### src/rtl/calc_seq_param.sv
// Switch/button calculator: two W-bit operands, add/sub/mul and a W-cycle restoring divide, with overflow and divide-by-zero flags.
// Buttons are 2-FF synchronised and act on release; CALC_DEBOUNCE_EN adds a DEB_CYCLES debouncer. Events arriving while busy are dropped.
module calc_seq_param #(
  parameter int W          = 16,
  parameter int DEB_CYCLES = 1000000
) (
  input  logic         CLK100MHZ,
  input  logic         rst,
  input  logic [W-1:0] sw,
  input  logic         btnC,
  input  logic         btnL,
  input  logic         btnR,
  input  logic         btnD,
  input  logic         btnU,
  output logic [W-1:0] LED,
  output logic         ovf,
  output logic         err,
  output logic         busy
);

  localparam int CW = $clog2(W);

  typedef enum logic [2:0] {ENTER_A, ENTER_B, READY, DIV, SHOW} state_t;

  // Button vector order doubles as priority: bit 4 (C) wins over bit 0 (L).
  logic [4:0] w_btn;
  logic [4:0] r_sync1, r_sync2, r_lvl_d;
  logic [4:0] w_lvl, w_evt;

  assign w_btn = {btnC, btnU, btnD, btnR, btnL};

  always_ff @(posedge CLK100MHZ or posedge rst) begin
    if (rst) begin
      r_sync1 <= '0;
      r_sync2 <= '0;
      r_lvl_d <= '0;
    end else begin
      r_sync1 <= w_btn;
      r_sync2 <= r_sync1;
      r_lvl_d <= w_lvl;
    end
  end

`ifdef CALC_DEBOUNCE_EN
  localparam int DCW = $clog2(DEB_CYCLES + 1);

  logic [4:0]     r_deb;
  logic [DCW-1:0] r_dcnt [5];

  always_ff @(posedge CLK100MHZ or posedge rst) begin
    if (rst) begin
      r_deb <= '0;
      for (int i = 0; i < 5; i++) r_dcnt[i] <= '0;
    end else begin
      for (int i = 0; i < 5; i++) begin
        if (r_sync2[i] != r_deb[i]) begin
          if (r_dcnt[i] == DCW'(DEB_CYCLES - 1)) begin
            r_deb[i]  <= r_sync2[i];
            r_dcnt[i] <= '0;
          end else begin
            r_dcnt[i] <= r_dcnt[i] + DCW'(1);
          end
        end else begin
          r_dcnt[i] <= '0;
        end
      end
    end
  end

  assign w_lvl = r_deb;
`else
  assign w_lvl = r_sync2;
  // DEB_CYCLES has no role without the debouncer.
  if (DEB_CYCLES < 1) begin : g_deb_cycles_unused
  end
`endif

  assign w_evt = r_lvl_d & ~w_lvl;

  state_t         r_state, w_state;
  logic [W-1:0]   r_n1, r_n2, r_led, r_rem, r_quo;
  logic [W-1:0]   w_n1, w_n2, w_led, w_rem, w_quo;
  logic           r_ovf, r_err, r_busy, w_ovf, w_err, w_busy;
  logic [CW-1:0]  r_cnt, w_cnt;

  logic [W:0]     w_sum, w_part, w_diff;
  logic [W-1:0]   w_sub, w_rem_step, w_quo_step;
  logic [2*W-1:0] w_prod;
  logic           w_ge;

  assign w_sum  = {1'b0, r_n1} + {1'b0, r_n2};
  assign w_sub  = r_n1 - r_n2;
  assign w_prod = (2*W)'(r_n1) * (2*W)'(r_n2);

  // Restoring step: shift the next dividend bit into the remainder, subtract if it fits.
  assign w_part     = {r_rem, r_quo[W-1]};
  assign w_ge       = w_part >= {1'b0, r_n2};
  assign w_diff     = w_part - {1'b0, r_n2};
  assign w_rem_step = w_ge ? w_diff[W-1:0] : w_part[W-1:0];
  assign w_quo_step = {r_quo[W-2:0], w_ge};

  always_ff @(posedge CLK100MHZ or posedge rst) begin
    if (rst) begin
      r_state <= ENTER_A;
      r_n1    <= '0;
      r_n2    <= '0;
      r_led   <= '0;
      r_ovf   <= 1'b0;
      r_err   <= 1'b0;
      r_busy  <= 1'b0;
      r_rem   <= '0;
      r_quo   <= '0;
      r_cnt   <= '0;
    end else begin
      r_state <= w_state;
      r_n1    <= w_n1;
      r_n2    <= w_n2;
      r_led   <= w_led;
      r_ovf   <= w_ovf;
      r_err   <= w_err;
      r_busy  <= w_busy;
      r_rem   <= w_rem;
      r_quo   <= w_quo;
      r_cnt   <= w_cnt;
    end
  end

  always_comb begin
    w_state = r_state;
    w_n1    = r_n1;
    w_n2    = r_n2;
    w_led   = r_led;
    w_ovf   = r_ovf;
    w_err   = r_err;
    w_busy  = r_busy;
    w_rem   = r_rem;
    w_quo   = r_quo;
    w_cnt   = r_cnt;
    case (r_state)
      ENTER_A: begin
        if (w_evt[4]) begin
          w_n1    = sw;
          w_led   = sw;
          w_err   = 1'b0;
          w_ovf   = 1'b0;
          w_state = ENTER_B;
        end
      end
      ENTER_B: begin
        if (w_evt[4]) begin
          w_n2    = sw;
          w_led   = sw;
          w_state = READY;
        end
      end
      READY, SHOW: begin
        if (w_evt[4]) begin
          w_n1    = sw;
          w_led   = sw;
          w_err   = 1'b0;
          w_ovf   = 1'b0;
          w_state = ENTER_B;
        end else if (w_evt[3]) begin
          w_ovf = 1'b0;
          if (r_n2 == '0) begin
            w_led   = '1;
            w_err   = 1'b1;
            w_state = ENTER_A;
          end else begin
            w_busy  = 1'b1;
            w_rem   = '0;
            w_quo   = r_n1;
            w_cnt   = '0;
            w_state = DIV;
          end
        end else if (w_evt[2]) begin
          w_led   = w_prod[W-1:0];
          w_ovf   = |w_prod[2*W-1:W];
          w_state = SHOW;
        end else if (w_evt[1]) begin
          w_led   = w_sub;
          w_ovf   = r_n1 < r_n2;
          w_state = SHOW;
        end else if (w_evt[0]) begin
          w_led   = w_sum[W-1:0];
          w_ovf   = w_sum[W];
          w_state = SHOW;
        end
      end
      DIV: begin
        w_rem = w_rem_step;
        w_quo = w_quo_step;
        w_cnt = r_cnt + CW'(1);
        if (r_cnt == CW'(W - 1)) begin
          w_led   = w_quo_step;
          w_busy  = 1'b0;
          w_state = SHOW;
        end
      end
      default: w_state = ENTER_A;
    endcase
  end

  assign LED  = r_led;
  assign ovf  = r_ovf;
  assign err  = r_err;
  assign busy = r_busy;

endmodule

### config.mk
export PLATFORM = sky130hd
export DESIGN_NAME = calc_seq_param
export DESIGN_NICKNAME = d
export VERILOG_FILES = /design/src/rtl/calc_seq_param.sv
export SDC_FILE = /design/constraint.sdc
export NUM_CORES = 1
export LEC_CHECK = 0
export BUFFER_PORTS_ARGS = -buffer_cell sky130_fd_sc_hd__buf_2
export CORE_MARGIN = 4
export CORE_UTILIZATION = 60
export DETAILED_ROUTE_END_ITERATION = 8
export PLACE_DENSITY = 0.77
export SLEW_MARGIN = 20
export SYNTH_ARGS = -nofsm -noshare
export SYNTH_HDL_FRONTEND = slang
export SYNTH_SLANG_ARGS = --single-unit
### constraint.sdc
create_clock -name CLK100MHZ -period 11 [get_ports CLK100MHZ]
set_clock_uncertainty 0.2 [all_clocks]
set_input_delay 2.2 -clock CLK100MHZ [delete_from_list [all_inputs] [get_ports CLK100MHZ]]
set_output_delay 2.2 -clock CLK100MHZ [all_outputs]
set_load 0.005 [all_outputs]
* Yosys cells after proc, flatten, opt, wreduce, memory -nomap -nowiden
Cells that the tools add are included.
** Storage, ports and cells
- Word-level logic and storage cells :: 103
- Bits in registers :: 105
- Output and inout port bits :: 19
- Bits of input ports :: 23
** Operators by class
- Muxes and demuxes :: 48
- Equal/unequal tests :: 16
- Add/subtract/negate cells :: 4
- Reduce and logical (&&, ||, !) cells :: 17
- Order comparisons :: 2
- Bitwise logic cells :: 2
- Multipliers :: 1
** Operator list (number)
- $mux 16 :: 15
- $pmux 16 s2 :: 2
- $pmux 16 s3 :: 1
- $mul 16x16->32 :: 1
- $sub 16x16->16 :: 2
- $mux 3 :: 8
- $add 16x16->17 :: 1
- $ge 17x16->1 :: 1
- $logic_not 16->1 :: 1
- $lt 16x16->1 :: 1
- $reduce_or 16->1 :: 1
- $mux 1 :: 13
- $mux 4 :: 3
- $ne 2x2->1 const B :: 6
- $pmux 3 s4 :: 1
- $reduce_and 4->1 :: 3
- $reduce_and 5->1 :: 2
- $pmux 4 s2 :: 1
- $eq 3x2->1 const B :: 2
- $ne 3x3->1 const B :: 2
- $ne 6x6->1 const B :: 1
- $pmux 1 s2 :: 3
- $and 5x5->5 :: 1
- $not 5->5 :: 1
- other kinds (14) :: 17

* Depth between registers and ports, before layout
- Word-level depth :: 8
- Mapped depth :: 25

* Least setup slack after synthesis
OpenSTA, ideal clock, no wires.
- Kind :: register to register
- Start :: register r_n2[1]
- End :: register r_ovf, in the netlist ovf
- Data required time :: 10659 ps
- Library setup time :: 141 ps
- Path buffers :: 1
- Period minus slack after synthesis :: 6405 ps
- Arrival time :: 6064 ps
- Setup slack :: 4595 ps
- Stages on the path, launching flop included :: 21
- Path through :: dfrtp_1 clkbuf_1 nand2_1 fa_1 fa_1 inv_1 fa_1 inv_1 fa_1 fa_1 fa_1 inv_1 ha_1 a21o_1 a2111oi_1 a211oi_1 mux2i_1 nor4_1 and4_1 o2111a_1 a41oi_2
** On the way
- Word-level cells in the longest chain between the ends :: 7
** Ends and longest elaborated chain
- from (decl) :: line 81 : logic [W-1:0] r_n1, r_n2, r_led, r_rem, r_quo;
- from (signal assigned) :: line 117 : r_n2 <= w_n2;
- parallel branches: the longest is 3 deep, another holds $mul 16x16->32
- $mux 1 (*) :: line 176 : end else if (w_evt[2]) begin
- $mux 1 (*) :: line 163 : end else if (w_evt[3]) begin
- $mux 1 (*) :: line 157 : if (w_evt[4]) begin
- $pmux 1 s2 (*) :: line 139 : case (r_state)
- to (signal assigned) :: line 119 : r_ovf <= w_ovf;
- to (decl) :: line 83 : logic r_ovf, r_err, r_busy, w_ovf, w_err, w_busy;
Every way passes the cells marked *. The select of a mux whose other input is x is not followed.
A chain may end at the register's enable or synchronous reset.

* Worst setup path after layout
- Start :: register r_n1[9]
- End :: register r_ovf, in the netlist ovf
** On the way
- Word-level cells in the longest chain between the ends :: 7
** Ends and longest elaborated chain
- from (decl) :: line 81
- from (signal assigned) :: line 116 : r_n1 <= w_n1;
- parallel branches: the longest is 3 deep, another holds $mul 16x16->32
- $mux 1 (*) :: line 176
- $mux 1 (*) :: line 163
- $mux 1 (*) :: line 157
- $pmux 1 s2 (*) :: line 139
Marked as above.

==> impl_metrics.ini <==
[layout]
finish.utilization = 0.635
n_antenna_cell = 0
final_common_cell = nand2_1
nets = 2078
drive_gt1_frac = 0.0626
layout.cells.non_filler = 2040
num-fill-cells = 2180
area_delta_synth_final_pct = 4.56
most-common-layout-cells = nand2_1 (259), inv_1 (230), fa_1 (197), ha_1 (153), dfrtp_1 (105)

[logic_synthesis]
synth-simple-area-share = 0.165
synth_nets = 2098
yosysSeqAreaShare = 0.172
avgSynthCellArea_um2 = 8.84
muxShareOfSynthArea = 0.0331
synth_cell_type_count = 78
synth_top_family_by_area = adder cells
synth.cell_area_um2 = 15300
syn_inst = 1725
synth_edf_count = 0
synth-compound-area-share = 0.141
synth_warnings = 0
synth_async_sr_flop_share = 1.00
synth_seq_cells = 105
synthFlopType = dfrtp_1
synth_adder_area_share = 0.384
synth-xor-area-share = 0.0270

[setup_path]
setup.worst_path.class = reg -> reg
start_kind = flip-flop
cp_max_fo = 19
worstPathRequired_ns = 11.03
end_kind = flip-flop
cp.arrival_ns = 7.35

[floorplanning]
ioPinCount = 42
core_area_um2 = 25100
core.rowCount = 58
dieHeight_um = 167
die_area_um2 = 28000
start_util = 0.607
die_w_um = 167

[clocking]
clkLatencyLatePin_ns = 0.37
cts.htree.levels = 3
cts-root-buf = clkbuf_16
cts_setup_buffers = 0
cts_made_buffers = 9
clkTransAtPathRegs_ns = 0.09
hold_buffers = 0
max-clock-path-buffers = 2
cts_sinks = 105
cts_tree = done
ctsResizeCount = 0

[timing]
slew_violations = 0
rsz0062_at_grt = no
worst_pin_slew_ns = 1.15
setup_tns_ns = 0
fmax_ghz = 0.137
setup_violations = 0
hold_viol = 0
fin_ws_ns = 3.68
post-route-min-period_ns = 7.32
maxSlewHeadroom = 0.226
finalCritPeriodShare = 0.666

[drt]
vias = 12625
drt-total-wl_um = 42000
dr.pass1.iters = 6
wire_per_inst_um = 20.6
drc = 0
vias_per_cell = 6.19
drtIter0Drc = 1384
ant_nets = 0

[grt]
grt_overflow = 0
antenna_found_initial = 1
met3_usage = 0.0685
grt_max_degree = 72
grt_pass1_wl_um = 67800
top_usage_layer = met2
grtUsageTotal = 0.301
grtUsageMet2 = 0.477
met1_usage = 0.420
grt_pass1_vias = 12717

[placed_design]
gp_congestion = 0.956
io_buffers = 41
dp.final_hpwl_um = 32500
dp_cells = 2024
place_ws_ns = 3.82

[flow_run]
maxCapViolCount = 0

[run_status]
status = completed

[min_path]
worstHoldPathType = reg -> reg
[metrics by stage]
step | area (um^2) | hold WS, ns
after floorplan | 15300 | 0.131
after global placement | 15600 | 0.131
after detailed placement | 15600 | 0.136
final | 15900 | 0.152
after global routing | 15900 | 0.166
after CTS | 15900 | 0.154
[per-layer routing]
metal | share of wire | up-vias
met5 | 0.00031 | -
met2 | 0.46 | 617
li1 | - | 5640
met1 | 0.41 | 6262
met3 | 0.094 | 104
met4 | 0.030 | 2
[logic make-up (layout without fill, tap and decap cells)]
kind of cell               Yosys count  count (layout)
muxes                               48              48
buffers and inverters              313             298
adders and majority gates          350             350
DFF                                105             105
and+or+nand+nor                    537             537
AOI/OAI and AO/OA                  325             325
xor gates and xnor gates            47              47
[layout make-up]
type                            count  area [um^2]  area share
Clock buffer                        9          225      0.0141
Clock inverter                      7         93.8     0.00588
Inverter                          232          873      0.0548
Multi-Input combinational cell   1307        11400       0.717
Sequential cell                   105         2630       0.165
Tap cell                          330          413      0.0259
Timing Repair Buffer               50          273      0.0171
[cell usage after synthesis, drive strengths merged (6+ instances only)]
| library cell | n | area [um^2] |
|---|---|---|
| and2 | 89 | 557 |
| xnor2 | 30 | 263 |
| a21boi | 6 | 45.0 |
| o211ai | 6 | 45.0 |
| o31ai | 10 | 80.1 |
| nand4 | 12 | 75.1 |
| nor4 | 9 | 62.6 |
| and3 | 10 | 62.6 |
| clkbuf | 69 | 259 |
| mux2 | 19 | 214 |
| nor2 | 69 | 259 |
| mux2i | 29 | 290 |
| xor2 | 17 | 149 |
| buf | 12 | 62.6 |
| a21o | 26 | 195 |
| a211oi | 11 | 87.6 |
| ha | 153 | 1910 |
| dfrtp | 105 | 2630 |
| o21ai | 96 | 484 |
| fa | 197 | 3940 |
| nor2b | 13 | 81.3 |
| nand3 | 19 | 95.1 |
| inv | 232 | 871 |
| nand2b | 18 | 113 |
| a21oi | 75 | 383 |
| nand2 | 260 | 976 |
| o21bai | 6 | 45.0 |
| nand3b | 6 | 45.0 |
| a31oi | 21 | 131 |
| nor3 | 21 | 110 |
| o21a | 10 | 75.1 |
[worst max-delay path: stages, from the launching register on]
cell and delay (ns):
dfrtp_1 0.85, ha_1 0.41, fa_1 0.46, inv_1 0.09, fa_1 0.45, fa_1 0.50
fa_1 0.52, fa_1 0.54, inv_1 0.05, fa_1 0.41, ha_1 0.38, nand2_1 0.09
nand2_1 0.07, a31oi_1 0.47, nor2_1 0.12, a2111oi_0 0.43, o211ai_1 0.28, nor4_1 0.24
and4_1 0.28, o2111a_1 0.21, a41oi_2 0.10
[final timing paths]
check | startpoint | to | slack, ns | cells after the start
max | r_n1[9]$_DFFE_PP0P_ | ovf$_DFFE_PP0P_ | 3.68 | 20
min | r_sync1[4]$_DFF_PP0_ | r_sync2[4]$_DFF_PP0_ | 0.15 | 0
max reg2reg | r_n1[9]$_DFFE_PP0P_ | ovf$_DFFE_PP0P_ | 3.68 | 20
min reg2reg | r_sync1[4]$_DFF_PP0_ | r_sync2[4]$_DFF_PP0_ | 0.15 | 0
max in group asynchronous | rst | r_rem[7]$_DFFE_PP0P_ | 7.70 | 3
min in group asynchronous | rst | r_cnt[1]$_DFFE_PP0P_ | 1.62 | 2
[state kept, by name, summed over array words and instances (netlist names), 5 cells and up]
register,flops
LED,16
r_sync2,5
r_lvl_d,5
r_sync1,5
r_n1,16
r_rem,16
r_quo,16
r_n2,16
Power is left out: the tool's default activity adds up to more than one toggle a clock period on the data nets, which glitch-free logic cannot reach.
